File: config.mk
export PLATFORM = sky130hd
export DESIGN_NAME = inta_cycle_initiator_flat
export DESIGN_NICKNAME = d
export VERILOG_FILES = /design/src/rtl/pic_pkg.sv /design/src/rtl/inta_cycle_initiator_if.sv /design/src/rtl/inta_phase_timer.sv /design/src/rtl/inta_cycle_initiator.sv /design/src/flat_wrapper.sv
export SDC_FILE = /design/constraint.sdc
export NUM_CORES = 1
export LEC_CHECK = 0
export ABC_CLOCK_PERIOD_IN_PS = 2970
export CORE_ASPECT_RATIO = 0.8
export CORE_UTILIZATION = 44
export CTS_BUF_LIST = sky130_fd_sc_hd__clkbuf_4 sky130_fd_sc_hd__clkbuf_8
export CTS_CLUSTER_SIZE = 20
export DETAILED_ROUTE_END_ITERATION = 12
export PLACE_DENSITY = 0.72
export SETUP_SLACK_MARGIN = 0.4
export SYNTH_ARGS = -nofsm -noshare
export SYNTH_HDL_FRONTEND = slang
export SYNTH_SLANG_ARGS = --single-unit
export TNS_END_PERCENT = 50
File: constraint.sdc
create_clock -name clk -period 2.97 [get_ports clk]
set_input_delay 0.594 -clock clk [delete_from_list [all_inputs] [get_ports clk]]
set_output_delay 0.594 -clock clk [all_outputs]
set_load 0.02 [all_outputs]
File: src/rtl/pic_pkg.sv
// Shared types and constants for the INTA cycle initiator.
// The state encoding and INTA polarity are common to the PIC-side logic.
package pic_pkg;

  localparam int VEC_W = 8;

  localparam logic INTA_ACTIVE = 1'b0;
  localparam logic INTA_IDLE   = 1'b1;

  localparam logic [2:0] S_IDLE    = 3'd0;
  localparam logic [2:0] S_PULSE1  = 3'd1;
  localparam logic [2:0] S_GAP     = 3'd2;
  localparam logic [2:0] S_PULSE2  = 3'd3;
  localparam logic [2:0] S_STRETCH = 3'd4;
  localparam logic [2:0] S_DONE    = 3'd5;

  typedef enum logic [2:0] {
    IDLE    = S_IDLE,
    PULSE1  = S_PULSE1,
    GAP     = S_GAP,
    PULSE2  = S_PULSE2,
    STRETCH = S_STRETCH,
    DONE    = S_DONE
  } state_t;

  function automatic int cnt_width(int a, int b, int c);
    int m;
    m = a;
    if (b > m) m = b;
    if (c > m) m = c;
    return $clog2(m) + 1;
  endfunction

endpackage

File: src/rtl/inta_cycle_initiator_if.sv
// Handshake bundle between the CPU-side INTA initiator and the PIC.
// master is the initiator; slave is the PIC side.
interface inta_cycle_initiator_if;
  import pic_pkg::*;

  logic             INT;
  logic             int_enable;
  logic [VEC_W-1:0] DATA_IN;
  logic             IV_ready;
  logic             INTA;
  logic [VEC_W-1:0] vector;
  logic             vector_valid;
  logic             busy;
  logic             timeout_err;

  modport master (
    input  INT, int_enable, DATA_IN, IV_ready,
    output INTA, vector, vector_valid, busy, timeout_err
  );

  modport slave (
    output INT, int_enable, DATA_IN, IV_ready,
    input  INTA, vector, vector_valid, busy, timeout_err
  );

endinterface

File: src/rtl/inta_phase_timer.sv
// Loadable down-counter with zero flag; times pulse, gap and stretch phases.
module inta_phase_timer #(
  parameter int W = 4
) (
  input  logic         clk,
  input  logic         rst,
  input  logic         load_i,
  input  logic [W-1:0] load_val_i,
  input  logic         dec_i,
  output logic         zero_o
);

  logic [W-1:0] cnt_q;

  always_ff @(posedge clk or posedge rst) begin
    if (rst) begin
      cnt_q <= '0;
    end else if (load_i) begin
      cnt_q <= load_val_i;
    end else if (dec_i && (cnt_q != '0)) begin
      cnt_q <= cnt_q - 1'b1;
    end
  end

  assign zero_o = (cnt_q == '0);

endmodule

File: src/rtl/inta_cycle_initiator.sv
// CPU-side 8259A interrupt-acknowledge initiator: two INTA pulses,
// vector capture on the second, with bounded stretch for a late PIC.
module inta_cycle_initiator
  import pic_pkg::*;
#(
  parameter int PULSE_CYCLES   = 4,
  parameter int GAP_CYCLES     = 2,
  parameter int TIMEOUT_CYCLES = 16
) (
  input logic                    clk,
  input logic                    rst,
  inta_cycle_initiator_if.master bus
);

  localparam int CW = cnt_width(PULSE_CYCLES, GAP_CYCLES, TIMEOUT_CYCLES);
  localparam logic [CW-1:0] LD_P = CW'(PULSE_CYCLES - 1);
  localparam logic [CW-1:0] LD_G = CW'(GAP_CYCLES - 1);
  localparam logic [CW-1:0] LD_T = CW'(TIMEOUT_CYCLES - 1);

  state_t           state_q;
  logic             inta_q;
  logic             valid_q;
  logic             busy_q;
  logic             terr_q;
  logic [VEC_W-1:0] vec_q;

  logic          start;
  logic          ld;
  logic          dec;
  logic          zero;
  logic [CW-1:0] ld_val;

  assign start = bus.INT && bus.int_enable;

  // Timer reloads on every state entry, so it never needs to wrap.
  always_comb begin
    ld     = 1'b0;
    dec    = 1'b0;
    ld_val = LD_P;
    unique case (state_q)
      IDLE: ld = start;
      PULSE1: begin
        ld     = zero;
        ld_val = LD_G;
        dec    = !zero;
      end
      GAP: begin
        ld  = zero;
        dec = !zero;
      end
      PULSE2: begin
        ld     = zero && !bus.IV_ready;
        ld_val = LD_T;
        dec    = !zero;
      end
      STRETCH: dec = !zero;
      default: ;
    endcase
  end

  inta_phase_timer #(.W(CW)) u_timer (
    .clk        (clk),
    .rst        (rst),
    .load_i     (ld),
    .load_val_i (ld_val),
    .dec_i      (dec),
    .zero_o     (zero)
  );

  // INT/int_enable are only looked at in IDLE: a started sequence
  // always issues both pulses so the PIC edge count stays aligned.
  always_ff @(posedge clk or posedge rst) begin
    if (rst) begin
      state_q <= IDLE;
      inta_q  <= INTA_IDLE;
      valid_q <= 1'b0;
      busy_q  <= 1'b0;
      terr_q  <= 1'b0;
      vec_q   <= '0;
    end else begin
      valid_q <= 1'b0;
      unique case (state_q)
        IDLE: begin
          if (start) begin
            state_q <= PULSE1;
            inta_q  <= INTA_ACTIVE;
            busy_q  <= 1'b1;
          end
        end
        PULSE1: begin
          if (zero) begin
            state_q <= GAP;
            inta_q  <= INTA_IDLE;
          end
        end
        GAP: begin
          if (zero) begin
            state_q <= PULSE2;
            inta_q  <= INTA_ACTIVE;
          end
        end
        PULSE2: begin
          if (zero) begin
            if (bus.IV_ready) begin
              state_q <= DONE;
              inta_q  <= INTA_IDLE;
              vec_q   <= bus.DATA_IN;
              valid_q <= 1'b1;
              terr_q  <= 1'b0;
            end else begin
              state_q <= STRETCH;
            end
          end
        end
        STRETCH: begin
          if (bus.IV_ready) begin
            state_q <= DONE;
            inta_q  <= INTA_IDLE;
            vec_q   <= bus.DATA_IN;
            valid_q <= 1'b1;
            terr_q  <= 1'b0;
          end else if (zero) begin
            state_q <= DONE;
            inta_q  <= INTA_IDLE;
            terr_q  <= 1'b1;
          end
        end
        DONE: begin
          state_q <= IDLE;
          busy_q  <= 1'b0;
        end
        default: state_q <= IDLE;
      endcase
    end
  end

  assign bus.INTA         = inta_q;
  assign bus.vector       = vec_q;
  assign bus.vector_valid = valid_q;
  assign bus.busy         = busy_q;
  assign bus.timeout_err  = terr_q;

endmodule
File: src/flat_wrapper.sv
// flat-port wrapper written by rule: the top's interface ports become plain ports
module inta_cycle_initiator_flat import pic_pkg::*;
#(
  parameter int PULSE_CYCLES   = 4,
  parameter int GAP_CYCLES     = 2,
  parameter int TIMEOUT_CYCLES = 16
)
  (clk, rst, bus_INT, bus_int_enable, bus_DATA_IN, bus_IV_ready, bus_INTA, bus_vector, bus_vector_valid, bus_busy, bus_timeout_err);
  inta_cycle_initiator_if bus_i ();
  input logic clk;
  input logic rst;
  input wire logic [$bits(bus_i.INT)-1:0] bus_INT;
  input wire logic [$bits(bus_i.int_enable)-1:0] bus_int_enable;
  input wire logic [$bits(bus_i.DATA_IN)-1:0] bus_DATA_IN;
  input wire logic [$bits(bus_i.IV_ready)-1:0] bus_IV_ready;
  output wire logic [$bits(bus_i.INTA)-1:0] bus_INTA;
  output wire logic [$bits(bus_i.vector)-1:0] bus_vector;
  output wire logic [$bits(bus_i.vector_valid)-1:0] bus_vector_valid;
  output wire logic [$bits(bus_i.busy)-1:0] bus_busy;
  output wire logic [$bits(bus_i.timeout_err)-1:0] bus_timeout_err;
  assign bus_i.INT = bus_INT;
  assign bus_i.int_enable = bus_int_enable;
  assign bus_i.DATA_IN = bus_DATA_IN;
  assign bus_i.IV_ready = bus_IV_ready;
  assign bus_INTA = bus_i.INTA;
  assign bus_vector = bus_i.vector;
  assign bus_vector_valid = bus_i.vector_valid;
  assign bus_busy = bus_i.busy;
  assign bus_timeout_err = bus_i.timeout_err;
  inta_cycle_initiator #(.PULSE_CYCLES(PULSE_CYCLES), .GAP_CYCLES(GAP_CYCLES), .TIMEOUT_CYCLES(TIMEOUT_CYCLES)) u_core (.clk(clk), .rst(rst), .bus(bus_i));
endmodule
=== Word-level counts from Yosys, hierarchy flattened ===
Index checks and enable logic that the tools add are counted.

* $add $sub $neg: 1
* Eq/ne operators: 11
* Muxes and demuxes: 33
* Reduce and logical (&&, ||, !) cells: 19

{| class="wikitable"
|+ Operator list
! kind !! count
|-
| 3-bit 2-to-1 mux || 6
|-
| 8-bit 2-to-1 mux || 2
|-
| 8-bit case mux with 2 select lines || 1
|-
| 1-bit 2-to-1 mux || 15
|-
| 3-bit case mux with 5 select lines || 1
|-
| 5-bit 2-to-1 mux || 2
|-
| 5-bit AND reduction || 2
|-
| 5-bit nonzero test || 2
|-
| 2-bit by 1-bit != test with 1-bit output (second input constant) || 4
|-
| 4-bit case mux with 2 select lines || 1
|-
| 3-bit by 2-bit equality test with 1-bit output (second input constant) || 2
|-
| 3-bit equality test (second input constant) || 2
|-
| 1-bit case mux with 2 select lines || 3
|-
| 2-bit nonzero test || 3
|-
| 5-bit logical NOT || 1
|-
| 1-bit case mux with 5 select lines || 1
|-
| 5-bit by 1-bit subtractor with 5-bit output (second input constant) || 1
|-
| 2-bit AND reduction || 2
|-
| 4-bit AND reduction || 1
|-
| 4-bit OR reduction || 1
|-
| 3-bit by 1-bit equality test with 1-bit output (second input constant) || 1
|-
| 1-bit logical AND || 3
|-
| 3-bit logical NOT || 1
|-
| 3-bit by 2-bit != test with 1-bit output (second input constant) || 1
|-
| other kinds (4) || 5
|}

* Register bits: 20
* Input port bits: 13
* Output and inout bits: 12

=== Logic depth before layout (Yosys ltp) ===
Gate-level depths: netlist of run 1.

* Depth in word-level cells: 6
* Depth in mapped cells: 6

=== Hierarchy ===
Synthesis of run 1 repeated with hierarchy kept, for this count alone.

* Cells, all modules: 105
* Area total of the unflattened synthesis: 1,108.6 µm²

{| class="wikitable"
|+ By module, submodules not included
! module !! times used !! cells each !! area an instance (µm²) !! sequential area each (µm²)
|-
| inta_cycle_initiator || 1 || 72 || 805.8 || 376.6
|-
| inta_phase_timer || 1 || 33 || 302.8 || 125.1
|}

=== Least setup slack after synthesis of run 1 ===
No wires, ideal clock.

* Path kind: flip-flop to flip-flop
* Start: register u_core.u_timer.cnt_q[0]
* End: register u_core.vec_q[0] (netlist: u_core.bus.vector[0])
* Data arrival time: 1.655 ns
* Required time: 2.845 ns
* Slack: 1.190 ns
* Stages on the path, launching flop included: 7
* Cells stage by stage: dfrtp_1 -> inv_1 -> ha_1 -> nor4b_4 -> a32o_2 -> nand2_4 -> mux2_4

* Word-level cells in the longest chain between the ends: 3

{| class="wikitable"
|+ RTL lines
! element !! RTL line !! RTL
|-
| from (decl) || inta_phase_timer.sv:13 || <nowiki>logic [W-1:0] cnt_q;</nowiki>
|-
| from (signal assigned) || inta_phase_timer.sv:19 || <nowiki>cnt_q <= load_val_i;</nowiki>
|-
| from (signal assigned) || inta_phase_timer.sv:21 || <nowiki>cnt_q <= cnt_q - 1'b1;</nowiki>
|-
| 5-bit logical NOT || inta_phase_timer.sv:25 || <nowiki>assign zero_o = (cnt_q == '0);</nowiki>
|-
| 2-bit by 1-bit != test with 1-bit output (no line) || - ||
|-
| 2-bit AND reduction (no line) || - ||
|-
| to (signal assigned) || inta_cycle_initiator.sv:107 || <nowiki>vec_q <= bus.DATA_IN;</nowiki>
|-
| to (signal assigned) || inta_cycle_initiator.sv:119 || <nowiki>vec_q <= bus.DATA_IN;</nowiki>
|-
| to (decl) || inta_cycle_initiator.sv:25 || <nowiki>logic [VEC_W-1:0] vec_q;</nowiki>
|}

Every way passes these cells.
A chain may end at the register's enable or synchronous reset.

=== Worst setup path after layout of run 1 ===
* Start: register u_core.inta_q (netlist: u_core.bus.INTA)
* End: output port bus_INTA

{| class="wikitable"
|+ RTL lines
! element !! RTL line !! RTL
|-
| from (decl) || inta_cycle_initiator.sv:21 || <nowiki>logic inta_q;</nowiki>
|-
| from (signal assigned) || inta_cycle_initiator.sv:75 || <nowiki>inta_q <= INTA_IDLE;</nowiki>
|-
| from (signal assigned) || inta_cycle_initiator.sv:86 || <nowiki>inta_q <= INTA_ACTIVE;</nowiki>
|-
| from (signal assigned) || inta_cycle_initiator.sv:93 || <nowiki>inta_q <= INTA_IDLE;</nowiki>
|-
| to (decl) || flat_wrapper.sv:16 || <nowiki>output wire logic [$bits(bus_i.INTA)-1:0] bus_INTA;</nowiki>
|}

No word-level cell between the ends.

==> impl_metrics.csv, run 1 <==
group,metric,value,unit
run_status,status,"completed",
sta,max_slew_margin,50.4,%
logic_synthesis,synthTopCellsByArea,"dfrtp_1 45%, mux2_4 13%, o21ai_0 3.8%",
finish,area_growth_syn_to_layout,27.9,%
detailed_routing,antenna_left,0,
power,power_density,1000,nW/um2
power,finalPower,1.37,mW
finish,nNetsFinal,131,
power,p_switching,0.487,mW
logic_synthesis,synth_edf_count,0,
logic_synthesis,synth_xor_area_share,1.65,%
global_route,grt_pass1_wl,3.22,mm
cts,cts_setup_buffers,0,
sta,clock.fmax,484,MHz
sta,setup_viol,0,
logic_synthesis,syn_nets,107,
hold_path,hold_class,"reg2reg",
cts,htree_levels,1,
logic_synthesis,synth_cells,93,
logic_synthesis,synth_top_area_share,44.7,%
cts,cts_tree,"built",
worst_setup_path,cp_slowest_cell,"clkdlybuf4s50_1",
worst_setup_path,worstPathArrival,1470,ps
cts,path_clk_slew,110,ps
finish,final_cell_mix,"24 x clkdlybuf4s50_1, 19 x dfrtp_1, 9 x mux2_4",
logic_synthesis,synthSimpleGateAreaFrac,16.2,%
sta,fin_setup_tns,0,ps
floorplanning,die_w,57,um
logic_synthesis,synth_cell_types,39,
worst_setup_path,critPathTopFamily,"buffers and inverters",
detailed_routing,wl,1.92,mm
power,comb_power_share,48.2,%
worst_setup_path,cp-start-kind,"flop",
cts,ctsResizeCount,0,
worst_setup_path,slowest_delay,610,ps
sta,period_share,69.5,%
finish,n_antenna_cell,0,
logic_synthesis,syn_area,1060,um2
cts,cts_num_sinks,20,
power,cellLeakagePower,0.625,nW
sta,rsz0062_at_grt,"no",
placement,place_hpwl,1.39,mm
detailed_routing,routed-via-count,815,
detailed_routing,vias_per_cell,5.78,
floorplanning,io_pins,25,
worst_setup_path,cp_num_buf_inv,1,
placement,gp_congestion,0.775,
cts,clk-insertion-delay-late,300,ps
detailed_routing,drt_iter0_markers,20,
floorplanning,rows,15,
floorplanning,die_h,46,um
cts,hold_buffers,0,
global_route,grt_pass1_vias,729,
worst_setup_path,endpoint_kind,"primary output",
logic_synthesis,synth_top_area_cell,"dfrtp_1",
logic_synthesis,synth-seq-area-share,47.1,%
worst_setup_path,required,2380,ps
logic_synthesis,synth_ff_type,"dfrtp_1",
logic_synthesis,ys_seq_elements,20,
finish,final_common_cell,"clkdlybuf4s50_1",
sta,fin_crit,2060,ps
detailed_routing,avgRoutedWirePerCell,13.6,um
finish,final_cells,141,
global_route,grt_max_degree,21,
sta,fin_ws,906,ps
floorplanning,core_area,2210,um2
finish,nFillCells,186,
global_route,grtUsageTotal,16.4,%
logic_synthesis,yosysWarnings,0,
global_route,grt_overflow,0,
global_route,antenna_found_initial,0,
finish,drive_gt1_share,19.0,%
floorplanning,die_area,2620,um2
cts,cts_inserted_buffers,3,
sta,max_slew.worst_pin.slew,744,ps
floorplanning,initial_core_util,48.1,%
detailed_routing,drc,0,
logic_synthesis,synth-compound-area-share,13.9,%
power,p_seq_share,35.6,%
placement,pre_cts_ws,858,ps
logic_synthesis,synth_top_family_by_area,"simple AND/OR/NAND/NOR gates",
worst_setup_path,cp_cell_sequence,"clkdlybuf4s50_1",
logic_synthesis,async_flop_share,100,%
cts,clockBufferDepth,2,
placement,dp_cells,137,
job,drv_cap,0,
logic_synthesis,synth_adder_area_share,1.18,%
power,vdd_drop_max,0.523,mV
placement,io_buffers,24,
sta,hold_violations,0,
detailed_routing,dr.pass1.iters,4,
worst_setup_path,crit_fanout,4,
power,p_int,0.878,mW
logic_synthesis,avgSynthCellArea,11.4,um2
power,pwr-share-clk,16.2,%
sta,fin_skew,4.26,ps
worst_setup_path,worstSetupPathType,"reg2out",
cts,root_buffer,"clkbuf_4",
logic_synthesis,synth.mux.area_fraction,15.6,%
sta,slew_violations,0,
power,switching_share,35.7,%
==> power by group through the flow <==
stage / Clock (mW) / Combinational, mW / Sequential (mW)
after floorplan: 0 / 0.427 / 0.522
after global placement: 0 / 0.649 / 0.488
after detailed placement: 0 / 0.661 / 0.488
after CTS: 0.230 / 0.664 / 0.485
after global routing: 0.238 / 0.720 / 0.507
final: 0.221 / 0.658 / 0.486
==> flip-flops by register name, indices dropped and copies added, names as in the netlist <==
register	flops
u_core.bus.vector	8
u_core.u_timer.cnt_q	5
u_core.state_q	3
u_core.bus.INTA	1
u_core.bus.busy	1
u_core.bus.timeout_err	1
u_core.bus.vector_valid	1
==> per-layer routing <==
metal / vias to the layer above / GRT usage (%) / part of all wire (%)
met3: 0 / 5.97 / 6.7
met4: 0 / 2.93 / 0
met1: 399 / 22.6 / 47
met5: - / 0 / 0
li1: 385 / - / -
met2: 31 / 25.4 / 47
==> logic make-up (layout without fill, tap and decap cells) <==
logic type	after synthesis	after routing
adders and majority gates	1	1
AOI/OAI and AO/OA	22	22
buffers and inverters	10	33
DFF	20	20
muxes	12	12
xor gates and xnor gates	2	2
and+or+nand+nor	26	26
==> final cells by class <==
cell class                      instances  area, um2  share of cell area, %
Timing Repair Buffer                   24        240                   17.6
Inverter                                5       18.8                   1.38
Clock buffer                            3       22.5                   1.65
Tap cell                               25       31.3                   2.30
Sequential cell                        20        502                   36.9
Clock inverter                          1       30.0                   2.21
Multi-Input combinational cell         63        517                   38.0
==> synthesized netlist by cell type, drive strengths merged, types with 2 or more instances <==
cell     n
nor2     5
a21oi    5
nand3    3
xnor2    2
nand2    5
clkbuf   4
and3     2
o21ai    8
mux2i    2
inv      5
and2     2
mux2    10
dfrtp   19
==> stage by stage <==
step	cell area [um2]	hold slack, ps	util (%)
floorplan	1060	508	-
global placement	1310	494	59.1
detailed placement	1310	497	59.1
CTS	1360	530	61.5
global route	1360	553	61.5
finish	1360	524	61.5
==> path summary, 6_finish.rpt <==
| path | depth (start not counted) | to | slack [ps] | startpoint |
|---|---|---|---|---|
| max in group asynchronous | 2 | u_core.state_q[2] | 1790 | rst |
| min in group asynchronous | 2 | u_core.bus.vector[6] | 710 | rst |
| max | 1 | bus_INTA | 910 | u_core.bus.INTA |
| max reg2reg | 6 | u_core.bus.vector[1] | 960 | u_core.u_timer.cnt_q[0] |
| min | 1 | u_core.bus.vector[6] | 520 | u_core.bus.vector[6] |
| min reg2reg | 1 | u_core.bus.vector[6] | 520 | u_core.bus.vector[6] |
Power figures use the tool's default switching activity.
==> run 2, diff against run 1 <==
- ABC_CLOCK_PERIOD_IN_PS: 2970 -> 1700
- PLACE_DENSITY: 0.72 -> 0.75
- clock period: 2.97 -> 1.7 ns (I/O delays scaled with it)
==> impl_metrics.csv, run 2 (same netlist as run 1, synthesis figures left out) <==
group,metric,value,unit
run_status,status,"finished with violations",
run_status,violations,"DRC, setup timing",
floorplanning,die_area,2620,um2
floorplanning,die_h,46,um
sta,rsz0062_at_grt,"yes",
sta,fin_skew,9.16,ps
hold_path,hold_class,"in2async",
sta,max_slew_margin,76.0,%
sta,max_slew.worst_pin.slew,357,ps
finish,final_cells,164,
worst_setup_path,endpoint_kind,"flop",
cts,cts_inserted_buffers,3,
sta,setup_viol,5,
detailed_routing,avgRoutedWirePerCell,16.5,um
floorplanning,rows,15,
sta,hold_violations,0,
sta,clock.fmax,568,MHz
finish,final_common_cell,"buf_4",
power,p_int,1.73,mW
sta,slew_violations,0,
worst_setup_path,cp-start-kind,"flop",
worst_setup_path,r2r_end,"u_core.u_timer.cnt_q[1]",
power,vdd_drop_max,1.27,mV
worst_setup_path,rr_startpoint,"u_core.u_timer.cnt_q[1]",
placement,placed_cell_area,1450,um2
power,cellLeakagePower,0.765,nW
worst_setup_path,reg2reg_slack,-60,ps
global_route,grt_overflow,0,
sta,fin_crit,1760,ps
global_route,antenna_found_initial,0,
worst_setup_path,worstRegToRegCells,6,
finish,drive_gt1_share,51.8,%
cts,path_clk_slew,120,ps
cts,clockBufferDepth,2,
floorplanning,die_w,57,um
placement,gp_congestion,0.821,
cts,cts_tree,"built",
finish,nNetsFinal,154,
detailed_routing,drt_iter0_markers,15,
worst_setup_path,worstSetupPathType,"reg2reg",
floorplanning,initial_core_util,48.1,%
detailed_routing,routed-via-count,900,
finish,n_antenna_cell,0,
finish,area_growth_syn_to_layout,46.3,%
detailed_routing,drc,2,
sta,fin_ws,-60.5,ps
cts,root_buffer,"clkbuf_4",
placement,io_buffers,24,
detailed_routing,antenna_left,0,
power,power_density,1770,nW/um2
job,drv_cap,0,
power,comb_power_share,56.2,%
finish,final_cell_area,1560,um2
detailed_routing,vias_per_cell,5.49,
worst_setup_path,required,1950,ps
sta,period_share,104,%
global_route,grt_pass1_vias,890,
floorplanning,core_area,2210,um2
placement,dp_cells,154,
global_route,grt_max_degree,21,
power,pwr-share-clk,14.3,%
worst_setup_path,worstPathArrival,2010,ps
detailed_routing,dr.pass1.iters,8,
power,p_switching,1.03,mW
cts,clk-insertion-delay-late,310,ps
finish,final_cell_mix,"21 x buf_4, 19 x dfrtp_1, 12 x clkdlybuf4s50_1",
floorplanning,io_pins,25,
sta,hold_slack,349,ps
power,p_seq_share,29.6,%
cts,htree_levels,1,
power,switching_share,37.4,%
cts,cts_num_sinks,20,
worst_setup_path,crit_fanout,4,
global_route,grtUsageTotal,22.5,%
detailed_routing,wl,2.70,mm
placement,place_hpwl,1.74,mm
global_route,grt_pass1_wl,4.22,mm
finish,largest_reg_flops,8,
==> run 2: cell count changes in the layout (fill, tap and decap cells not counted), sizes merged <==
cell / change
nand2: +1
clkdlybuf4s50: -12
buf: +34
==> run 2: critical path, cell delays in order (launching register included) <==
cell     delay [ps]
dfrtp_1         410
inv_2            80
ha_4            140
or4b_4          490
and3_4          180
mux2_4          290
a21oi_2         110
==> run 2: per-stage QoR <==
stage / setup WS [ps] / power [mW] / TNS (ps) / util, %
6_report: -60.5 / 2.76 / -96.4 / 70.3
5_1_grt: -116 / 2.92 / -1060 / 70.3
4_1_cts: -54.9 / 2.72 / -55.7 / 70.0
3_5_place_dp: -107 / 2.23 / -992 / 65.4
3_3_place_gp: -57.2 / 2.19 / -314 / 65.4
2_1_floorplan: -66.7 / 1.68 / -576 / -
==> run 2: metal layers <==
metal | track usage (%) | routed length (um)
met5 | 0 | 0
met2 | 40.5 | 1370
met4 | 4.39 | 27
met3 | 6.25 | 93
met1 | 27.7 | 1210
==> run 2: how the worst max path moves through the flow <==
stage	start	end	cells after the start	slack (ps)
after floorplan	u_core.u_timer.cnt_q[0]	u_core.bus.vector[0]	6	-70
after detailed placement	u_core.u_timer.cnt_q[1]	u_core.u_timer.cnt_q[1]	6	-110
after global placement	u_core.u_timer.cnt_q[1]	u_core.u_timer.cnt_q[1]	6	-60
final	u_core.u_timer.cnt_q[1]	u_core.u_timer.cnt_q[1]	6	-60
after global routing	u_core.u_timer.cnt_q[1]	u_core.u_timer.cnt_q[2]	7	-120
after CTS	u_core.u_timer.cnt_q[1]	u_core.u_timer.cnt_q[1]	6	-50
==> run 2: cell type report <==
class	instances	area, um2
Fill cell	176	657
Multi-Input combinational cell	64	598
Sequential cell	20	502
Timing Repair Buffer	46	355
Tap cell	25	31.3
Clock inverter	1	30.0
Clock buffer	3	22.5
Inverter	5	18.8
==> run 2: power groups by stage <==
stage | registers [mW] | logic [mW] | clock network, mW
2_1_floorplan | 0.913 | 0.769 | 0
3_3_place_gp | 0.816 | 1.38 | 0
3_5_place_dp | 0.821 | 1.41 | 0
4_1_cts | 0.814 | 1.50 | 0.402
5_1_grt | 0.846 | 1.66 | 0.420
6_report | 0.817 | 1.55 | 0.395
==> run 2: timing repair <==
action,CTS,global route
hold buffers,0,0
pin swaps,13,2
setup endpoints to repair,31,22
cloned,1,0
gates resized for setup,64,6
buffers inserted,4,1
==> run 3, diff against run 2 <==
- CORE_MARGIN: default -> 8
==> impl_metrics.csv, run 3 (same netlist as run 1, synthesis figures left out) <==
group,metric,value,unit
run_status,status,"finished with violations",
run_status,violations,"setup timing",
detailed_routing,drc,0,
finish,nFillCells,183,
sta,rsz0062_at_grt,"yes",
worst_setup_path,cp_cell_sequence,"inv_2, ha_4, or4b_4, and3_4, mux2_4, a21oi_2",
floorplanning,initial_core_util,45.1,%
power,pwr-share-clk,10.6,%
cts,clk-insertion-delay-late,310,ps
worst_setup_path,worstPathArrival,2020,ps
finish,area_growth_syn_to_layout,48.4,%
worst_setup_path,endpoint_kind,"flop",
sta,max_slew_margin,76.7,%
detailed_routing,dr.pass1.iters,4,
cts,root_buffer,"clkbuf_4",
placement,io_buffers,24,
hold_path,hold_class,"in2async",
sta,setup_viol,13,
power,p_int,1.65,mW
detailed_routing,routed-via-count,923,
detailed_routing,avgRoutedWirePerCell,17.4,um
job,drv_cap,0,
detailed_routing,wl,2.98,mm
worst_setup_path,r2r_end,"u_core.u_timer.cnt_q[1]",
worst_setup_path,crit_fanout,4,
finish,multi_input_comb_area,597,um2
power,comb_power_share,59.1,%
cts,cts_inserted_buffers,3,
worst_setup_path,reg2reg_slack,-80,ps
floorplanning,die_w,71,um
worst_setup_path,critPathTopFamily,"simple AND/OR/NAND/NOR gates",
worst_setup_path,required,1940,ps
power,finalPower,2.71,mW
floorplanning,core_area,2360,um2
sta,fin_skew,15.3,ps
worst_setup_path,rr_startpoint,"u_core.u_timer.cnt_q[0]",
cts,path_clk_slew,130,ps
floorplanning,die_h,60,um
worst_setup_path,slowest_delay,500,ps
floorplanning,io_pins,25,
detailed_routing,vias_per_cell,5.40,
sta,clock.fmax,562,MHz
finish,final_cell_mix,"26 x buf_4, 19 x dfrtp_1, 12 x clkdlybuf4s50_1",
detailed_routing,drt_iter0_markers,26,
power,p_switching,1.06,mW
global_route,grtUsageTotal,14.6,%
worst_setup_path,worstSetupPathType,"reg2reg",
placement,pre_cts_ws,-190,ps
worst_setup_path,worstRegToRegCells,6,
sta,slew_violations,0,
floorplanning,die_area,4260,um2
worst_setup_path,cp-start-kind,"flop",
global_route,antenna_found_initial,0,
finish,drive_gt1_share,51.4,%
sta,hold_violations,0,
global_route,grt_max_degree,21,
global_route,grt_overflow,0,
finish,final_common_cell,"buf_4",
sta,fin_ws,-79.8,ps
finish,n_antenna_cell,0,
finish,nNetsFinal,159,
power,vdd_drop_max,0.979,mV
placement,place_hpwl,1.99,mm
power,switching_share,39.2,%
sta,fin_crit,1780,ps
detailed_routing,antenna_left,0,
cts,htree_levels,1,
finish,final-seq-area,502,um2
power,p_seq_share,30.4,%
cts,cts_num_sinks,20,
global_route,grt_pass1_wl,4.83,mm
worst_setup_path,cp_slowest_cell,"or4b_4",
cts,clockBufferDepth,2,
power,cellLeakagePower,0.778,nW
sta,period_share,105,%
placement,gp_congestion,0.834,
placement,placed_cell_area,1440,um2
sta,max_slew.worst_pin.slew,346,ps
worst_setup_path,cp_num_buf_inv,1,
cts,hold_buffers,0,
cts,cts_tree,"built",
power,power_density,1720,nW/um2
global_route,grt_pass1_vias,984,
finish,largest_reg_flops,8,
floorplanning,rows,16,
finish,final_cell_area,1580,um2
## run 3: repair_timing
action	in CTS	in global routing
endpoints found under the setup margin	31	22
pin swaps	7	4
gates cloned	1	0
gates resized for setup	60	8
buffers inserted	7	4
## run 3: worst max-delay path by stage
stage / to / cells past startpoint / slack, ps / startpoint
6_report: u_core.u_timer.cnt_q[1] / 6 / -80 / u_core.u_timer.cnt_q[0]
5_1_grt: u_core.u_timer.cnt_q[2] / 6 / -140 / u_core.u_timer.cnt_q[1]
4_1_cts: u_core.u_timer.cnt_q[1] / 6 / -70 / u_core.u_timer.cnt_q[1]
3_5_place_dp: u_core.bus.vector[6] / 6 / -190 / u_core.u_timer.cnt_q[1]
3_3_place_gp: u_core.u_timer.cnt_q[1] / 6 / -80 / u_core.u_timer.cnt_q[1]
2_1_floorplan: u_core.bus.vector[0] / 6 / -70 / u_core.u_timer.cnt_q[0]
## run 3: through the flow
step / TNS, ps / instances / hold slack, ps / utilization (%)
6_report: -591 / 171 / 335 / 66.9
3_5_place_dp: -2150 / 155 / 496 / 61.1
4_1_cts: -374 / 167 / 352 / 65.0
2_1_floorplan: -576 / 93 / 303 / -
3_3_place_gp: -445 / 155 / 497 / 61.1
5_1_grt: -1430 / 171 / 384 / 66.9
## run 3: power by group through the flow
stage	combinational (mW)	clock (mW)	sequential, mW
5_1_grt	1.72	0.320	0.849
4_1_cts	1.51	0.283	0.819
2_1_floorplan	0.769	0	0.913
6_report	1.60	0.287	0.824
3_5_place_dp	1.42	0	0.822
3_3_place_gp	1.37	0	0.813
## run 3: worst register-to-register path, stage by stage (launching register included)
cell	delay (ps)
dfrtp_1	410
inv_2	80
ha_4	140
or4b_4	500
and3_4	190
mux2_4	300
a21oi_2	110
## run 3: area by class of cell
cell class / instances / area share [%]
repair buffers: 51 / 24.9
clock buffers: 4 / 2.30
multi-input cells: 64 / 37.8
well taps: 27 / 2.14
inverters: 5 / 1.19
flip-flops and latches: 20 / 31.7
## run 3: layer usage
metal,part of all wire [%],vias up,track usage (%)
met5,0,-,0
met4,0.34,0,2.65
met3,3.4,2,4.69
met2,51,20,25.6
met1,45,459,17.2
li1,-,442,-
